==> config.mk <==
export PLATFORM = sky130hd
export DESIGN_NAME = usb_event_annunciator
export DESIGN_NICKNAME = d
export VERILOG_FILES = /design/src/rtl/usb_event_annunciator_pkg.sv /design/src/rtl/usb_annunciator_fifo.sv /design/src/rtl/usb_event_annunciator.sv
export SDC_FILE = /design/constraint.sdc
export NUM_CORES = 1
export LEC_CHECK = 0
export CORE_MARGIN = 2
export CORE_UTILIZATION = 28
export CTS_BUF_LIST = sky130_fd_sc_hd__clkbuf_4
export DETAILED_ROUTE_END_ITERATION = 16
export GPL_ROUTABILITY_DRIVEN = 0
export PLACE_DENSITY = 0.45
export SYNTH_ARGS = -nofsm -noshare
export SYNTH_HDL_FRONTEND = slang
export SYNTH_SLANG_ARGS = --single-unit
export TNS_END_PERCENT = 1
==> constraint.sdc <==
create_clock -name clk48 -period 7.4 [get_ports clk48]
set_input_delay 1.48 -clock clk48 [delete_from_list [all_inputs] [get_ports clk48]]
set_output_delay 1.48 -clock clk48 [all_outputs]
set_load 0.03 [all_outputs]
==> src/rtl/usb_event_annunciator_pkg.sv <==
// Shared types and constants for the USB event annunciator and its record FIFO.
package usb_event_annunciator_pkg;

   localparam int EP_W  = 4;
   localparam int REC_W = 8;

   typedef enum logic [1:0] {
      ST_IDLE = 2'd0,
      ST_IN   = 2'd1,
      ST_OUT  = 2'd2,
      ST_SKIP = 2'd3
   } ann_state_t;

   function automatic logic ep_match(input logic [EP_W-1:0] ep, input int num);
      return ep == EP_W'(num);
   endfunction

endpackage

==> src/rtl/usb_annunciator_fifo.sv <==
// Record ring with separate read and commit pointers so an un-ACKed IN packet can be replayed.
module usb_annunciator_fifo
   import usb_event_annunciator_pkg::*;
#(
   parameter int DEPTH = 32
) (
   input  logic                    clk,
   input  logic                    rst,
   input  logic                    clr,
   input  logic                    push,
   input  logic [REC_W-1:0]        wdata,
   input  logic                    pop,
   input  logic                    commit,
   input  logic                    rewind,
   output logic [REC_W-1:0]        rdata,
   output logic                    full,
   output logic                    empty,
   output logic [$clog2(DEPTH):0]  level
);

   localparam int AW = $clog2(DEPTH);

   logic [AW:0]        wr_ptr;
   logic [AW:0]        rd_ptr;
   logic [AW:0]        cmt_ptr;
   logic [REC_W-1:0]   mem [DEPTH];

   // The caller only pushes when not full; full counts uncommitted bytes too.
   always_ff @(posedge clk or posedge rst) begin
      if (rst) begin
         wr_ptr  <= '0;
         rd_ptr  <= '0;
         cmt_ptr <= '0;
      end else if (clr) begin
         wr_ptr  <= '0;
         rd_ptr  <= '0;
         cmt_ptr <= '0;
      end else begin
         if (push) wr_ptr <= wr_ptr + 1'b1;
         if (rewind) rd_ptr <= cmt_ptr;
         else if (pop) rd_ptr <= rd_ptr + 1'b1;
         if (commit) cmt_ptr <= rd_ptr;
      end
   end

   always_ff @(posedge clk) begin
      if (push) mem[wr_ptr[AW-1:0]] <= wdata;
   end

   assign rdata = mem[rd_ptr[AW-1:0]];
   assign level = wr_ptr - cmt_ptr;
   assign full  = (level == (AW + 1)'(DEPTH));
   assign empty = (rd_ptr == wr_ptr);

endmodule

==> src/rtl/usb_event_annunciator.sv <==
// Multi-channel event annunciator: queues {channel, count} records and serves them on one IN endpoint,
// with the channel enable mask written by OUT transfers to the same endpoint.
module usb_event_annunciator
   import usb_event_annunciator_pkg::*;
#(
   parameter int NCH       = 4,
   parameter int DEPTH     = 32,
   parameter int MAXPKT    = 8,
   parameter int EP        = 1,
   parameter int BOTH_EDGE = 1
) (
   input  logic                    clk48,
   input  logic                    rst,
   input  logic [NCH-1:0]          inc,
   input  logic                    usb_rst,
   input  logic                    transaction_active,
   input  logic [EP_W-1:0]         endpoint,
   input  logic                    direction_in,
   input  logic                    setup,
   input  logic                    data_strobe,
   input  logic                    success,
   input  logic [7:0]              din,
   input  logic                    din_v,
   output logic [7:0]              dout,
   output logic                    dout_v,
   output logic [NCH-1:0]          lost,
   output logic [$clog2(DEPTH):0]  level,
   output ann_state_t              fsm_state
);

   localparam int CHW = $clog2(NCH);
   localparam int CW  = 8 - CHW;
   localparam int SW  = $clog2(MAXPKT + 1);

   logic [NCH-1:0]   sync1, sync2, sync3, edg, evt;
   logic [NCH-1:0]   pend, take, mask, new_mask;
   logic [CW-1:0]    cnt [NCH];
   logic [CHW-1:0]   sel;
   logic             sel_v, push, full, empty;
   logic [REC_W-1:0] rec, fifo_rdata;
   ann_state_t       state_q, state_d;
   logic             ok_q, pop, commit, rewind, dout_v_c, end_txn;
   logic [SW-1:0]    sent_q;
   logic             unused_din;

   assign unused_din = ^din;

   always_ff @(posedge clk48 or posedge rst) begin
      if (rst) begin
         sync1 <= '0;
         sync2 <= '0;
         sync3 <= '0;
      end else begin
         sync1 <= inc;
         sync2 <= sync1;
         sync3 <= sync2;
      end
   end

   assign edg = (BOTH_EDGE != 0) ? (sync2 ^ sync3) : (sync2 & ~sync3);
   assign evt = edg & mask;

   always_comb begin
      sel   = '0;
      sel_v = 1'b0;
      for (int i = NCH - 1; i >= 0; i--) begin
         if (pend[i]) begin
            sel   = CHW'(i);
            sel_v = 1'b1;
         end
      end
   end

   assign push = sel_v && !full;
   assign take = push ? (NCH'(1) << sel) : '0;
   assign rec  = {sel, cnt[sel]};

   // A new event on a channel being pushed this cycle is not a loss: the old record leaves now.
   always_ff @(posedge clk48 or posedge rst) begin
      if (rst) begin
         pend <= '0;
         lost <= '0;
         for (int i = 0; i < NCH; i++) cnt[i] <= '0;
      end else if (usb_rst) begin
         pend <= '0;
         lost <= '0;
         for (int i = 0; i < NCH; i++) cnt[i] <= '0;
      end else begin
         for (int i = 0; i < NCH; i++) begin
            if (evt[i]) begin
               cnt[i]  <= cnt[i] + CW'(1);
               pend[i] <= 1'b1;
               if (pend[i] && !take[i]) lost[i] <= 1'b1;
            end else if (take[i]) begin
               pend[i] <= 1'b0;
            end
         end
      end
   end

   usb_annunciator_fifo #(.DEPTH(DEPTH)) u_fifo (
      .clk    (clk48),
      .rst    (rst),
      .clr    (usb_rst),
      .push   (push),
      .wdata  (rec),
      .pop    (pop),
      .commit (commit),
      .rewind (rewind),
      .rdata  (fifo_rdata),
      .full   (full),
      .empty  (empty),
      .level  (level)
   );

   assign end_txn = (state_q != ST_IDLE) && !transaction_active;

   always_comb begin
      state_d  = state_q;
      dout_v_c = 1'b0;
      pop      = 1'b0;
      commit   = 1'b0;
      rewind   = 1'b0;
      case (state_q)
         ST_IDLE: begin
            if (transaction_active) begin
               if (ep_match(endpoint, EP) && !setup) state_d = direction_in ? ST_IN : ST_OUT;
               else state_d = ST_SKIP;
            end
         end
         ST_IN: begin
            if (!transaction_active) begin
               state_d = ST_IDLE;
               commit  = ok_q;
               rewind  = !ok_q;
            end else begin
               dout_v_c = !empty && (sent_q < SW'(MAXPKT));
               pop      = data_strobe && dout_v_c;
            end
         end
         default: begin
            if (!transaction_active) state_d = ST_IDLE;
         end
      endcase
   end

   // new_mask tracks mask while idle so an ACKed OUT without data leaves the mask as it was.
   always_ff @(posedge clk48 or posedge rst) begin
      if (rst) begin
         state_q  <= ST_IDLE;
         ok_q     <= 1'b0;
         sent_q   <= '0;
         mask     <= '1;
         new_mask <= '1;
      end else if (usb_rst) begin
         state_q  <= ST_IDLE;
         ok_q     <= 1'b0;
         sent_q   <= '0;
         mask     <= '1;
         new_mask <= '1;
      end else begin
         state_q <= state_d;
         if (state_q == ST_IDLE) new_mask <= mask;
         else if (state_q == ST_OUT && data_strobe && din_v) new_mask <= din[NCH-1:0];
         if (end_txn) begin
            ok_q   <= 1'b0;
            sent_q <= '0;
            if (state_q == ST_OUT && ok_q) mask <= new_mask;
         end else begin
            if (success && state_q != ST_IDLE) ok_q <= 1'b1;
            if (pop) sent_q <= sent_q + 1'b1;
         end
      end
   end

   assign dout_v    = dout_v_c;
   assign dout      = dout_v_c ? fifo_rdata : '0;
   assign fsm_state = state_q;

endmodule

==> impl_results.md <==
* EDFF count, synth at roughly 260
* Post_cts resized at 0
* Met2 usage at 19.02%
* H-tree lvl count at 3
* Vias in the first global route at 7,917
* CP endpoint: dout[7]
* Layout Cell Area excl Fill at around 0.016 mm²
* Die width at approximately 230 µm
* Total grt overflow at 0
* I/O Buffers at 41
* Arr. time, crit path at 4.23 ns
* Post-CTS Setup Repair Bufs at 0
* Vias at 7,542
* Final Cycle Share at between 70 and 80%
* Asr flop ratio synth at a little under a quarter
* Clk buf depth at 3
* Place WS at between 1.5 and 2 ns
* Fmax at 175.2 MHz
* Hold_buf cts at 0
* Most used cell, CP: clkdlybuf4s50_1
* RSZ-0062 raised after global routing: no
* Max-Cap Viols at 0
* Leakage at 5.621 nW
* Post-synthesis register bit count at 333
* Met3 usage at 3.667%
* Combinational power share at between 10% and 20%
* First-pass GRT wire length at 49.33 mm
* Latest clock arrival within the worst-skew pair at 0.78 ns
* CP Cell Sequence: clkdlybuf4s50_1 -> nor4bb_1 -> nand2_1 -> nor2_1 -> a22o_1 -> clkdlybuf4s50_1
* Placed Instance Area at roughly 0.015 mm²
* Max incr delay on CP at slightly below 0.7 ns
* Antenna violations before repair at 3
* Critical path launch point: transaction_active
* Worst clock skew at 0.05798 ns
* Slowest stage cell, crit path: clkdlybuf4s50_1
* R2R depth at 10
* P_sw at about 1.2 mW
* Sequential share of the synthesized area at 69.35%
* Syn nets at 864
* Critical path endpoint category: primary output
* Via density at 4.519
* DRT iter0 DRCs at 546
* DR pass1 iterations at 4
* Sw frac at between 20% and 30%
* Total CTS buffers at just under 90
* Die Y-Extent at 226.6 µm
* Yosys synthesis warning count at 0
* Layout cells sized above 1 at 27.20%
* Drt total wl at 32.02 mm
* Setup_tns at 0 ns
* IO Count at 46
* # DRC at 0
* Die Area at 0.05136 mm²
* Maximum VDD drop at 0.1223 mV
* Final setup viols at 0
* Worst-Margin Slew at 1.128 ns
* Distinct cells, synth at just under 60
* Core area at 0.04895 mm²
* Worst Setup Start Kind: input port
* Reg-to-reg slack, setup at about 3.5 ns
* Pint at around 3.3 mW
* Hold crit path type: reg -> reg
* Clock power share at 38.1%
* Met1 GRT Util at between 10% and 20%
* Worst r2r src: u_fifo.wr_ptr[0]$_DFFE_PP0P_
* CTS tree: done
* Top FF cell, synth: edfxtp_1
* Critical path type: in -> out
* Final Max Tran Viols at 0
* Placed wire-length estimate at around 19 mm
* Starting Density at approximately 28%
* Final Hold Viols at 0
* Fin nets at 968
* Worst Path Required at between 5 and 6 ns
* GR peak layer: met2
* Relative slew margins at 23.75%
* Status: finished clean
* Clock Sinks at 333
* Part of the power in registers at 49.2%
* Area grow syn2layout at 17.42%
* DRT antenna net count at 0
* Cell count after synthesis at 823
* Largest net degree at the start of global routing at 51
* CP max FO at 8
* Wire length per cell at 19.18 µm
* Worst r2r dst: u_fifo.mem[2][0]$_DFFE_PP_
* Clock transition at path regs at ~0.06 ns
* Final core occ at between 30% and 40%
* Fin crit period at between 5 and 6 ns
* Power per cell area at 274.7 mW/mm²
* Rows at 81
* Final WS setup at 1.692 ns
* Total Routing Usage GR at between 10% and 20%
* Synth Area per Inst at 16.86 µm²
* Synth Cell Area at 0.01388 mm²
* Root Buffer: clkbuf_4
## stage by stage
stage | hold WS (ns) | instances | total power, mW
after CTS | 0.3489 | 1664 | 4.567
after floorplan | 0.3312 | 823 | 2.590
final | 0.3435 | 1669 | 4.476
after global placement | 0.3321 | 1500 | 2.824
after global routing | 0.3534 | 1669 | 4.710
after detailed placement | 0.3347 | 1500 | 2.826
## final cells by class
class                      instances  area, µm²
sequential                       333       9629
inverter                          19      72.57
fill                            4814      32660
antenna                            5      12.51
multi-input combinational        427       4004
clock inverter                    31      209.0
clock buffer                     133      998.5
timing repair buffer              57      538.0
tap                              664      830.8
## power groups by stage
| stage | Sequential, mW | Combinational [mW] | Clock (mW) |
|---|---|---|---|
| 6_report | 2.20 | 0.570 | 1.70 |
| 3_3_place_gp | 2.24 | 0.582 | 0 |
| 2_1_floorplan | 2.21 | 0.383 | 0 |
| 3_5_place_dp | 2.24 | 0.583 | 0 |
| 5_1_grt | 2.21 | 0.625 | 1.87 |
| 4_1_cts | 2.20 | 0.586 | 1.78 |
## per-layer routing
metal	wire length, µm	vias to the layer above
met5	0	-
met4	544	0
met3	1708	52
met2	14100	194
met1	15660	3834
li1	-	3462
## worst max-delay path: cells and delay by family
kind            cells  cell delay (ns)
simple gates        3             1.17
compound gates      1             0.29
buf+inv             2             1.27
## state kept, by name, summed over array words and instances (netlist names)
name / count
u_fifo.wr_ptr: 6
mask: 4
sync2: 4
fsm_state: 2
u_fifo.mem: 256
lost: 4
sync3: 4
new_mask: 4
cnt: 24
u_fifo.cmt_ptr: 6
sync1: 4
ok_q: 1
sent_q: 4
u_fifo.rd_ptr: 6
pend: 4
## cells by family after synthesis
family / after synthesis / synth area share [%]
buffers and inverters: 63 / 1.938
and+or+nand+nor: 201 / 6.735
adders and majority gates: 16 / 1.497
AOI/OAI and AO/OA: 75 / 3.823
muxes: 94 / 14.01
xor gates and xnor gates: 41 / 2.642
DFF: 333 / 69.35
## synth_stat cells, types with 8 or more instances
cell type	instances	area share (%)
a21oi_1	23	0.83
a22o_1	8	0.50
buf_2	8	0.29
clkbuf_1	31	0.84
dfrtp_1	69	12
dfstp_2	8	1.5
edfxtp_1	256	55
ha_1	15	1.4
inv_1	18	0.49
mux2i_1	12	0.87
mux4_2	80	13
nand2_1	38	1.0
nand3b_1	8	0.43
nand4_1	10	0.45
nor2_1	104	2.8
xor2_1	33	2.1
## layout by cell type (no fill, tap or decap), types with 3 or more instances in the layout
cell type        instances
clkinv_1                21
edfxtp_1               256
nand2_1                 38
a211oi_1                 6
a22o_1                   8
diode_2                  5
and2_1                   5
or2_2                    7
nor2_1                 103
clkinv_2                 5
mux4_2                  80
dfstp_2                  8
dfrtp_1                 67
nor3_1                   4
nor2b_1                  3
a31oi_1                  5
buf_4                   15
o21ai_0                  7
mux2i_1                 12
clkbuf_4               133
nand3_1                  4
a21oi_1                 23
nand3b_1                 8
clkdlybuf4s50_1         40
inv_1                   17
bufinv_16                3
nand4_1                 10
ha_1                    15
o2bb2ai_1                3
a221o_1                  6
xnor2_1                  7
xor2_1                  33
## worst min-delay path by stage
stage | start | end | slack [ns] | depth (start not counted)
2_1_floorplan | sync1[0]$_DFF_PP0_ | sync2[0]$_DFF_PP0_ | 0.33 | 0
3_3_place_gp | sync1[0]$_DFF_PP0_ | sync2[0]$_DFF_PP0_ | 0.33 | 0
3_5_place_dp | sync1[1]$_DFF_PP0_ | sync2[1]$_DFF_PP0_ | 0.33 | 0
4_1_cts | sync1[2]$_DFF_PP0_ | sync2[2]$_DFF_PP0_ | 0.35 | 0
5_1_grt | sync1[1]$_DFF_PP0_ | sync2[1]$_DFF_PP0_ | 0.35 | 0
6_report | sync1[1]$_DFF_PP0_ | sync2[1]$_DFF_PP0_ | 0.34 | 0
No activity file was read; power rests on OpenSTA's default activity.
